--- config.mk ---
export PLATFORM = sky130hd
export DESIGN_NAME = n64_pi_read_sequencer
export DESIGN_NICKNAME = d
export VERILOG_FILES = /design/src/rtl/n64_pi_pkg.sv /design/src/rtl/n64_pi_sync.sv /design/src/rtl/n64_pi_read_sequencer.sv
export SDC_FILE = /design/constraint.sdc
export NUM_CORES = 1
export LEC_CHECK = 0
export CAP_MARGIN = 20
export CORE_ASPECT_RATIO = 0.8
export CORE_MARGIN = 2
export CORE_UTILIZATION = 44
export CTS_CLUSTER_SIZE = 20
export DETAILED_ROUTE_END_ITERATION = 16
export PLACE_DENSITY = 0.7
export SYNTH_ARGS = -nofsm -noshare
export SYNTH_HDL_FRONTEND = slang
export SYNTH_SLANG_ARGS = --single-unit
--- constraint.sdc ---
create_clock -name clk -period 4.2 [get_ports clk]
set_input_delay 0.84 -clock clk [delete_from_list [all_inputs] [get_ports clk]]
set_output_delay 0.84 -clock clk [all_outputs]
set_load 0.01 [all_outputs]
--- src/rtl/n64_pi_pkg.sv ---
// Shared types and constants for the N64 PI cartridge read sequencer.
`timescale 1ns/1ps
package n64_pi_pkg;

    typedef enum logic [2:0] {
        IDLE,
        WAIT_L,
        FETCH,
        READY,
        SERVE
    } state_t;

    localparam int AD_W      = 16;
    localparam int PI_ADDR_W = 32;
    localparam int ADDR_STEP = 2;

endpackage

--- src/rtl/n64_pi_sync.sv ---
// Multi-flop synchroniser for async N64 bus pins, preset high (idle bus),
// with optional registered previous value and rise/fall detection.
`timescale 1ns/1ps
module n64_pi_sync #(
    parameter int W      = 1,
    parameter int STAGES = 2,
    parameter bit EDGES  = 1'b1
) (
    input  logic         clk,
    input  logic         rst,
    input  logic [W-1:0] i_d,
    output logic [W-1:0] o_q,
    output logic [W-1:0] o_rise,
    output logic [W-1:0] o_fall
);

    logic [STAGES-1:0][W-1:0] r_pipe;

    always_ff @(posedge clk or posedge rst) begin
        if (rst) begin
            r_pipe <= '1;
        end else begin
            r_pipe[0] <= i_d;
            for (int i = 1; i < STAGES; i++) r_pipe[i] <= r_pipe[i-1];
        end
    end

    assign o_q = r_pipe[STAGES-1];

    generate
        if (EDGES) begin : g_edge
            logic [W-1:0] r_prev;
            always_ff @(posedge clk or posedge rst) begin
                if (rst) r_prev <= '1;
                else     r_prev <= o_q;
            end
            assign o_rise = ~r_prev & o_q;
            assign o_fall = r_prev & ~o_q;
        end else begin : g_noedge
            assign o_rise = '0;
            assign o_fall = '0;
        end
    endgenerate

endmodule

--- src/rtl/n64_pi_read_sequencer.sv ---
// N64 PI cartridge read sequencer: latches the ALE address, fetches words from
// backing memory and serves them per READ_N pulse. Optional N64_PI_PREFETCH_EN.
`timescale 1ns/1ps
module n64_pi_read_sequencer
    import n64_pi_pkg::*;
#(
    parameter int ADDR_W      = 26,
    parameter int SYNC_STAGES = 2,
    parameter int UNDER_W     = 8
) (
    input  logic               clk,
    input  logic               reset,
    input  logic [AD_W-1:0]    n64_ad_i,
    output logic [AD_W-1:0]    n64_ad_o,
    output logic               n64_ad_oe,
    input  logic               n64_read_n,
    input  logic               n64_ale_h,
    input  logic               n64_ale_l,
    output logic               mem_req,
    output logic [ADDR_W-1:0]  mem_addr,
    input  logic               mem_ack,
    input  logic [AD_W-1:0]    mem_rdata,
    output logic               busy,
    output logic [UNDER_W-1:0] underrun_cnt
);

    logic [2:0]      w_rise, w_fall;
    logic [AD_W-1:0] w_ad;

    // bit0 read_n, bit1 ale_h, bit2 ale_l
    n64_pi_sync #(.W(3), .STAGES(SYNC_STAGES), .EDGES(1'b1)) u_sync_strb (
        .clk(clk), .rst(reset), .i_d({n64_ale_l, n64_ale_h, n64_read_n}),
        .o_q(), .o_rise(w_rise), .o_fall(w_fall)
    );

    n64_pi_sync #(.W(AD_W), .STAGES(SYNC_STAGES), .EDGES(1'b0)) u_sync_ad (
        .clk(clk), .rst(reset), .i_d(n64_ad_i),
        .o_q(w_ad), .o_rise(), .o_fall()
    );

    wire w_rd_fall   = w_fall[0];
    wire w_rd_rise   = w_rise[0];
    wire w_aleh_fall = w_fall[1];
    wire w_alel_fall = w_fall[2];

    state_t               r_state;
    logic [PI_ADDR_W-1:0] r_addr;
    logic [AD_W-1:0]      r_dbuf, r_ad_o;
    logic                 r_ad_oe, r_mem_req, r_discard, r_under_hit;
    logic [ADDR_W-1:0]    r_mem_addr;
    logic [UNDER_W-1:0]   r_under_cnt;
`ifdef N64_PI_PREFETCH_EN
    logic [AD_W-1:0]      r_pbuf;
    logic                 r_pvld;
`endif

    // Data of an aborted request must be dropped, hence the discard qualifier.
    wire w_ack_ok = r_mem_req & mem_ack & ~r_discard;
    wire [PI_ADDR_W-1:0] w_addr_inc =
        {r_addr[PI_ADDR_W-1:ADDR_W], r_addr[ADDR_W-1:0] + ADDR_W'(ADDR_STEP)};

    always_ff @(posedge clk or posedge reset) begin
        if (reset) begin
            r_state     <= IDLE;
            r_addr      <= '0;
            r_dbuf      <= '0;
            r_ad_o      <= '0;
            r_ad_oe     <= 1'b0;
            r_mem_req   <= 1'b0;
            r_mem_addr  <= '0;
            r_discard   <= 1'b0;
            r_under_hit <= 1'b0;
            r_under_cnt <= '0;
`ifdef N64_PI_PREFETCH_EN
            r_pbuf      <= '0;
            r_pvld      <= 1'b0;
`endif
        end else begin
            if (r_mem_req && mem_ack) begin
                r_mem_req <= 1'b0;
                r_discard <= 1'b0;
            end
            if (w_rd_fall && r_state == FETCH && !(&r_under_cnt))
                r_under_cnt <= r_under_cnt + 1'b1;

            if (w_aleh_fall && r_state != IDLE) begin
                r_ad_oe          <= 1'b0;
                r_addr[31:16]    <= w_ad;
                r_state          <= WAIT_L;
                if (r_mem_req && !mem_ack) r_discard <= 1'b1;
`ifdef N64_PI_PREFETCH_EN
                r_pvld           <= 1'b0;
`endif
            end else begin
                case (r_state)
                    IDLE: if (w_aleh_fall) begin
                        r_addr[31:16] <= w_ad;
                        r_state       <= WAIT_L;
                    end
                    WAIT_L: if (w_alel_fall) begin
                        r_addr[15:0]  <= {w_ad[15:1], 1'b0};
                        r_under_hit   <= 1'b0;
                        r_state       <= FETCH;
                    end
                    FETCH: begin
                        if (w_rd_fall) r_under_hit <= 1'b1;
                        if (!r_mem_req) begin
                            r_mem_req  <= 1'b1;
                            r_mem_addr <= r_addr[ADDR_W-1:0];
                        end else if (w_ack_ok) begin
                            r_dbuf <= mem_rdata;
                            if (r_under_hit || w_rd_fall) begin
                                r_ad_o  <= mem_rdata;
                                r_ad_oe <= 1'b1;
                                r_state <= SERVE;
                            end else begin
                                r_state <= READY;
                            end
                        end
                    end
                    READY: if (w_rd_fall) begin
                        r_ad_o  <= r_dbuf;
                        r_ad_oe <= 1'b1;
                        r_state <= SERVE;
                    end
                    SERVE: if (w_rd_rise) begin
                        r_ad_oe <= 1'b0;
                        r_addr  <= w_addr_inc;
`ifdef N64_PI_PREFETCH_EN
                        if (r_pvld || w_ack_ok) begin
                            r_dbuf  <= r_pvld ? r_pbuf : mem_rdata;
                            r_pvld  <= 1'b0;
                            r_state <= READY;
                        end else begin
                            r_under_hit <= 1'b0;
                            r_state     <= FETCH;
                        end
`else
                        r_under_hit <= 1'b0;
                        r_state     <= FETCH;
`endif
                    end
                    default: r_state <= IDLE;
                endcase
            end

`ifdef N64_PI_PREFETCH_EN
            // Keep the next word in flight while the current one is held/served.
            if (!w_aleh_fall && (r_state == READY || r_state == SERVE)) begin
                if (!r_mem_req && !r_pvld) begin
                    r_mem_req  <= 1'b1;
                    r_mem_addr <= w_addr_inc[ADDR_W-1:0];
                end else if (w_ack_ok && !(r_state == SERVE && w_rd_rise)) begin
                    r_pbuf <= mem_rdata;
                    r_pvld <= 1'b1;
                end
            end
`endif
        end
    end

    assign n64_ad_o     = r_ad_o;
    assign n64_ad_oe    = r_ad_oe;
    assign mem_req      = r_mem_req;
    assign mem_addr     = r_mem_addr;
    assign busy         = (r_state != IDLE);
    assign underrun_cnt = r_under_cnt;

endmodule

# Word-level counts from Yosys, hierarchy flattened
# Cells that the tools add are included.
# classes
bitwise	9
add_sub_neg	2
reduce_logical	24
n_mux	36
n_eq_ne	18
# ops
operator	count
$mux 16	5
$pmux 16 s2	2
$add 26x2->26 const B	1
$mux 26	1
$mux 3	8
$mux 10	2
$pmux 10 s2	1
$ne 3x2->1 const B	6
$reduce_and 6->1	3
$pmux 3 s5	1
$mux 1	14
$ne 2x1->1 const B	5
$reduce_bool 3->1	3
$add 8x1->8 const B	1
$reduce_and 4->1	2
$reduce_and 8->1	1
$eq 3x2->1 const B	2
$pmux 1 s3	2
$reduce_and 3->1	2
$logic_and 1x1->1	5
$reduce_and 5->1	1
$ne 2x2->1 const B	2
$not 1->1	4
$reduce_bool 2->1	2
10 further kinds	13
# totals
input_bits	38
register_bits	140
output_inout_bits	53
elab_cells	105

# Depth between registers and ports, before layout
# Gate-level depths: netlist (run 1).
# logic_depth
ltp_word	8
ltp_mapped	7
mapped_depth_nobuf	5

# Hierarchy
# From an unflattened synthesis (run 1), not the netlist that was laid out.
# hier_totals
hier_cells	540
hier_area_um2	6272.3
# modules_own_cells
module	cells_per_inst	n_inst	seq_area_each_um2	area_per_inst_um2
n64_pi_read_sequencer	439	1	2427.3	4748.3
n64_pi_sync at u_sync_ad	82	1	840.8	1208.7
n64_pi_sync at u_sync_strb	19	1	236.5	315.3

# Worst setup path after synthesis (run 1)
# OpenSTA, ideal clock, no wires.
# synth_timing
path_kind	input to register
start	input mem_ack
end	register r_ad_o[0] (netlist: n64_ad_o[0])
stages	4
path_slack_ns	2.100
arrival_time_ns	1.976
n_path_buf	1
required_time_ns	4.075
setup_ns	0.125
cell_sequence	nand3b_1 -> a211oi_4 -> buf_4 -> mux2_2
# synth_between
elab_chain_cells	4
# synth_rtl
element	line_no	text
from (decl)	n64_pi_read_sequencer.sv:21	input logic mem_ack,
$and 1x1->1 (2 in a row)	n64_pi_read_sequencer.sv:58	wire w_ack_ok = r_mem_req & mem_ack & ~r_discard;
$ne 2x2->1 (no source line)	--	
$reduce_and 6->1 (no source line)	--	
to (signal assigned)	n64_pi_read_sequencer.sv:113	r_ad_o <= mem_rdata;
to (signal assigned)	n64_pi_read_sequencer.sv:122	r_ad_o <= r_dbuf;
to (decl)	n64_pi_read_sequencer.sv:48	logic [AD_W-1:0] r_dbuf, r_ad_o;
# Every way passes these cells.
# A chain may end at the register's enable or synchronous reset.

# Worst setup path after layout (run 1)
# layout_timing
start	register r_state[0]
end	output busy
# layout_between
elab_chain_cells	1
# layout_rtl
element	line_no	text
from (decl)	n64_pi_read_sequencer.sv:46	state_t r_state;
from (signal assigned)	n64_pi_read_sequencer.sv:64	r_state <= IDLE;
from (signal assigned)	n64_pi_read_sequencer.sv:89	r_state <= WAIT_L;
from (signal assigned)	n64_pi_read_sequencer.sv:98	r_state <= WAIT_L;
$reduce_bool 3->1	n64_pi_read_sequencer.sv:166	assign busy = (r_state != IDLE);
to (decl)	n64_pi_read_sequencer.sv:23	output logic busy,
# Every way passes these cells.

==> results.cfg, run 1 <==
[run_status]
status = completed

[synthesis]
ys.flop_type = dfrtp_1
synth_area_mm2 = 0.00579
yosys_register_bits = 138
yosysWarnings = 0
synth_top_area_frac = 0.419
synth.distinct_cells = 52
synth_edf_count = 0
ys_seq_area_frac = 0.605
async_reset_ff_frac = 1.00
netlist_top_cells_area = dfrtp_1 (42%), dfstp_2 (19%), mux2_2 (14%), a21oi_1 (1.6%), a2bb2oi_1 (1.5%)
syn_inst = 450
synth.largest_area_cell = dfrtp_1
synth_fp_nets = 490
syn_area_per_cell_um2 = 12.9

[clock_network]
worstSkewPairLatency_ns = 0.41
cts_tree = yes
numCtsBuffers = 17
htree_levels = 4
clock_path_buffers = 2
root_buffer = clkbuf_16
clk_pin_slew_ns = 0.06
post_cts_resized = 0
cts_setup_buffers = 0
postCtsHoldBufs = 0
cts.sinks = 138

[pwr]
p_per_area_mw_per_mm2 = 686
leakage_uw = 0.00304
peakVddDrop_mv = 0.394

[timing]
relSlewSlack = 0.329
tightest_slew_ns = 1.00
rsz0062_at_grt = false
fin_crit_sh = 0.678
period_minus_slack_ns = 2.85
max_freq_mhz = 351
setup_slack_ns = 1.35
finalSetupViolCount = 0
hold_viol = 0
setup_tns_ns = 0
finClkSkew_ns = 0.0121
drv_slew = 0

[setup_path]
cp_top_family = flip-flops
path_class = reg2out
cp-start-kind = flop
cpPeakStageDelay_ns = 0.60
setup.worst_path.end_class = output port
required_ns = 3.36
arrival_ns = 2.01
reg2reg_slack_ns = 1.77
crit_slowest_cell = dfrtp_1
worstPathMaxFanout = 16
path_cells = or3_1 -> clkdlybuf4s50_1
worst-path-buf-inv = 1

[drt]
dr.first_iter.drc_count = 249
remaining_drc_errors = 0
ant_nets = 0
viasPerCell = 5.40
routed_wl_mm = 12.1
vias = 3913
dr.pass1.iters = 5
wl_per_cell_um = 16.7

[finish]
num_antenna_cells = 0
area_growth_syn_to_layout_pct = 28.6
fillCellCount = 1041
num-nets-final = 576
finalCoreUtilization = 0.579
layout-drive-gt1-share = 0.291
fin_area_mm2 = 0.00745

[placement]
io_buffers = 89
dp_slack_ns = 1.21
dpl.hpwl_mm = 7.90
routabilityCongestion = 0.798
place_area_mm2 = 0.00682

[grt]
grt_busiest_layer = met2
grt_first_pass_wirelength_mm = 19.7
globalRouteMet1Util = 0.251
antenna_found_initial = 0
grt_pass1_vias = 3858
use_met2 = 0.263
use_met3 = 0.0544
grt_max_degree = 139
grt_usage = 0.178
overflow = 0

[floorplan]
io_pins = 91
die_x_um = 132
dieArea_mm2 = 0.0141
fp.dieH_um = 107
num_rows = 37
start_util = 0.450
coreArea_mm2 = 0.0129

[min_path]
hold_path_class = reg2reg

[flow_run]
maxCapViolCount = 0
cell usage after synthesis (all sizes together) (2+ instances only):
master	n
a21oi	18
a22oi	2
a2bb2oi	10
a31oi	12
and2	2
and3	6
and4	4
buf	14
clkbuf	13
dfrtp	97
dfstp	41
ha	2
inv	6
mux2	74
mux2i	3
nand2	22
nand3	14
nand3b	2
nand4	10
nor2	21
nor2b	4
nor3	6
nor4bb	2
o2111ai	2
o21ai	12
o22ai	8
o31ai	7
or3	5
or4	7
xor2	7
flip-flops by register name, summed over array words and instances (netlist names):
signal,flops
mem_addr,25
mem_req,1
n64_ad_o,16
n64_ad_oe,1
r_addr,25
r_dbuf,16
r_discard,1
r_state,3
r_under_hit,1
u_sync_ad.o_q,16
u_sync_ad.r_pipe,16
u_sync_strb.g_edge.r_prev,3
u_sync_strb.o_q,3
u_sync_strb.r_pipe,3
underrun_cnt,8
through the flow:
| stage | hold slack [ns] | cells | power [µW] |
|---|---|---|---|
| floorplan | 0.345 | 450 | 2900 |
| detailed placement | 0.347 | 692 | 3580 |
| global route | 0.355 | 724 | 5370 |
| global placement | 0.346 | 692 | 3520 |
| CTS | 0.354 | 724 | 5140 |
| finish | 0.352 | 724 | 5110 |
power breakdown:
group / switching (µW) / internal [µW]
Combinational: 590 / 867
Clock: 546 / 996
Sequential: 352 / 1750
Total: 1490 / 3620
metal layers:
metal / share of wire / wire length [µm]
met3: 0.055 / 668
met5: 0 / 0
met2: 0.46 / 5540
met4: 0.0089 / 108
met1: 0.48 / 5750
worst paths after layout:
check / start / cells after the start / endpoint
setup / recovery: r_state[0]$_DFFE_PP0P_ / 2 / busy
max in group asynchronous: reset / 3 / mem_addr[2]$_DFFE_PP0P_
hold / removal: u_sync_ad.r_pipe[4]$_DFF_PP1_ / 0 / u_sync_ad.o_q[4]$_DFF_PP1_
min in group asynchronous: reset / 3 / mem_addr[21]$_DFFE_PP0P_
hold reg to reg: u_sync_ad.r_pipe[4]$_DFF_PP1_ / 0 / u_sync_ad.o_q[4]$_DFF_PP1_
setup reg to reg: r_state[1]$_DFFE_PP0P_ / 4 / n64_ad_o[7]$_DFFE_PP0P_
cells in the final DEF (no fill, tap or decap), types with 6 or more instances in the layout:
cell type,count
nand3_1,14
nand2_1,20
dfstp_2,41
o31ai_1,7
o21ai_0,12
nand4_1,10
nor2_1,21
and3_1,6
a2bb2oi_1,10
a31oi_1,12
clkdlybuf4s50_1,89
clkbuf_16,17
clkinvlp_4,7
mux2_2,74
dfrtp_1,97
or4_1,7
xor2_1,7
o22ai_1,8
a21oi_1,18
worst reg2reg max path, delay by kind of cell (launching register included):
kind | cells | cell delay, ns
AOI/OAI and AO/OA | 1 | 0.77
DFF | 1 | 0.49
muxes | 1 | 0.43
and+or+nand+nor | 2 | 0.62
kinds of logic (layout without fill, tap and decap cells):
kind of cell,after synthesis,in the layout,synth area share
flops,138,138,0.605
simple gates,109,109,0.105
compound gates,82,82,0.0955
mux,77,77,0.149
buf+inv,33,132,0.0274
xor+xnor,8,8,0.0121
fa+ha+maj,2,2,0.00432
other cells,1,1,0.000648
area by class of cell:
cell class	count	area [µm²]	area share
flip-flops and latches	138	3500	0.471
multi-input cells	279	2130	0.286
repair buffers	94	941	0.126
clock buffers	22	484	0.0650
well taps	175	219	0.0294
clock inverters	10	140	0.0188
inverters	6	26.3	0.00353
Power figures use the tool's default switching activity.
==> run 2, diff against run 1 <==
==> constraint.sdc (replaced) <==
create_clock -name clk -period 2.4 [get_ports clk]
set_input_delay 0.48 -clock clk [delete_from_list [all_inputs] [get_ports clk]]
set_output_delay 0.48 -clock clk [all_outputs]
set_load 0.01 [all_outputs]
==> results.cfg, run 2 (synthesized netlist as in run 1, its figures left out) <==
[grt]
overflow = 0
grt_max_degree = 139
antenna_found_initial = 0
grt_pass1_vias = 3991
grt_first_pass_wirelength_mm = 20.0
grt_usage = 0.182

[drt]
viasPerCell = 5.39
wl_per_cell_um = 16.5
routed_wl_mm = 12.1
vias = 3947
remaining_drc_errors = 0
dr.first_iter.drc_count = 280
ant_nets = 0
dr.pass1.iters = 4

[setup_path]
reg2reg_slack_ns = 0.27
worstPathMaxFanout = 5
reg2reg_to = r_addr[25]$_DFFE_PP0P_
cp-start-kind = flop
path_class = reg2out
cpPeakStageDelay_ns = 0.51
setup.worst_path.end_class = output port
path_cells = or3_1 -> clkdlybuf4s50_1
reg2reg_from = r_addr[1]$_DFFE_PP0P_
required_ns = 1.92
arrival_ns = 1.82
crit_slowest_cell = clkdlybuf4s50_1
worstRegToRegCells = 5

[pwr]
p_clk_frac = 0.288
combPwrFrac = 0.301
leakage_uw = 0.00309
power_switching_uw = 2590
p_int_uw = 6320
switching_share = 0.291
p_per_area_mw_per_mm2 = 1190
peakVddDrop_mv = 0.681
fin_total_pwr_uw = 8910
seq_power_share = 0.411

[placement]
dp.cells = 698
io_buffers = 89
routabilityCongestion = 0.808
dp_slack_ns = 0.182
dpl.hpwl_mm = 8.06

[run_status]
status = completed

[timing]
setup_tns_ns = 0
rsz0062_at_grt = false
hold_viol = 0
finalSetupViolCount = 0
finClkSkew_ns = 0.00493
relSlewSlack = 0.310
setup_slack_ns = 0.0963
period_minus_slack_ns = 2.30
drv_slew = 0
max_freq_mhz = 434
fin_crit_sh = 0.960
tightest_slew_ns = 1.03

[min_path]
min_from = u_sync_strb.r_pipe[1]$_DFF_PP1_
whs_path_depth = 0
hold_path_class = reg2reg
hold_end = u_sync_strb.o_q[1]$_DFF_PP1_

[finish]
final-instance-count-excl-fill = 732
fillCellCount = 1052
area_growth_syn_to_layout_pct = 29.7
num_antenna_cells = 0
finalCoreUtilization = 0.583
layout_commonest_cell = dfrtp_1
num-nets-final = 584
layout-drive-gt1-share = 0.298
layout_common_cells = dfrtp_1 (95), clkdlybuf4s50_1 (89), mux2_2 (74), dfstp_2 (41), nor2_1 (21)

[floorplan]
num_rows = 37
io_pins = 91
coreArea_mm2 = 0.0129
dieArea_mm2 = 0.0141
start_util = 0.450
fp.dieH_um = 107
die_x_um = 132

[clock_network]
clock_path_buffers = 2
htree_levels = 4
worstSkewPairLatency_ns = 0.41
numCtsBuffers = 17
cts_tree = yes
cts.sinks = 138
clk_pin_slew_ns = 0.05
root_buffer = clkbuf_16

[flow_run]
maxCapViolCount = 0
==> run 2: layout make-up <==
cell class | count | area [µm²] | share of cell area
Clock buffer | 23 | 458 | 0.0610
Clock inverter | 9 | 123 | 0.0163
Inverter | 6 | 26.3 | 0.00350
Multi-Input combinational cell | 279 | 2130 | 0.284
Sequential cell | 138 | 3510 | 0.468
Tap cell | 175 | 219 | 0.0292
Timing Repair Buffer | 102 | 1040 | 0.138
==> run 2: worst max-delay path, delay by kind of cell, from the launching register on <==
family                 cells  cell delay, ns
and+or+nand+nor            1            0.40
DFF                        1            0.50
buffers and inverters      1            0.51
==> run 2: worst max-delay path by stage <==
stage,startpoint,end,cells past startpoint
after global placement,mem_ack,n64_ad_o[3]$_DFFE_PP0P_,5
after floorplan,reset,mem_addr[10]$_DFFE_PP0P_,1
final,r_state[0]$_DFFE_PP0P_,busy,2
after detailed placement,mem_ack,n64_ad_o[0]$_DFFE_PP0P_,5
after CTS,r_state[0]$_DFFE_PP0P_,busy,2
after global routing,r_state[1]$_DFFE_PP0P_,busy,2
==> run 2: power by group through the flow <==
stage | Combinational (µW) | Clock, µW | Sequential, µW
after CTS | 2650 | 2630 | 3680
after global routing | 2900 | 2730 | 3770
final | 2680 | 2570 | 3660
after detailed placement | 2630 | 0 | 3710
after global placement | 2550 | 0 | 3670
after floorplan | 1420 | 0 | 3650
==> run 2: timing repair <==
item	in CTS	in global routing
buffers inserted	0	2
resized for setup	1	2
endpoints found under the setup margin	1	1
hold buffers	0	0
==> run 2: metrics by stage <==
step                      hold slack, ns  area [µm²]
after floorplan                    0.345        5790
after global placement             0.347        6910
after CTS                          0.355        7490
after global routing               0.356        7510
after detailed placement           0.347        6910
final                              0.354        7510
==> run 2: per-layer routing <==
layer | up-vias | wire [µm] | global-route usage
met2 | 119 | 5570 | 0.271
met4 | 0 | 173 | 0.0661
met3 | 15 | 693 | 0.0520
met5 | - | 0 | 0
li1 | 1836 | - | -
met1 | 1977 | 5630 | 0.257
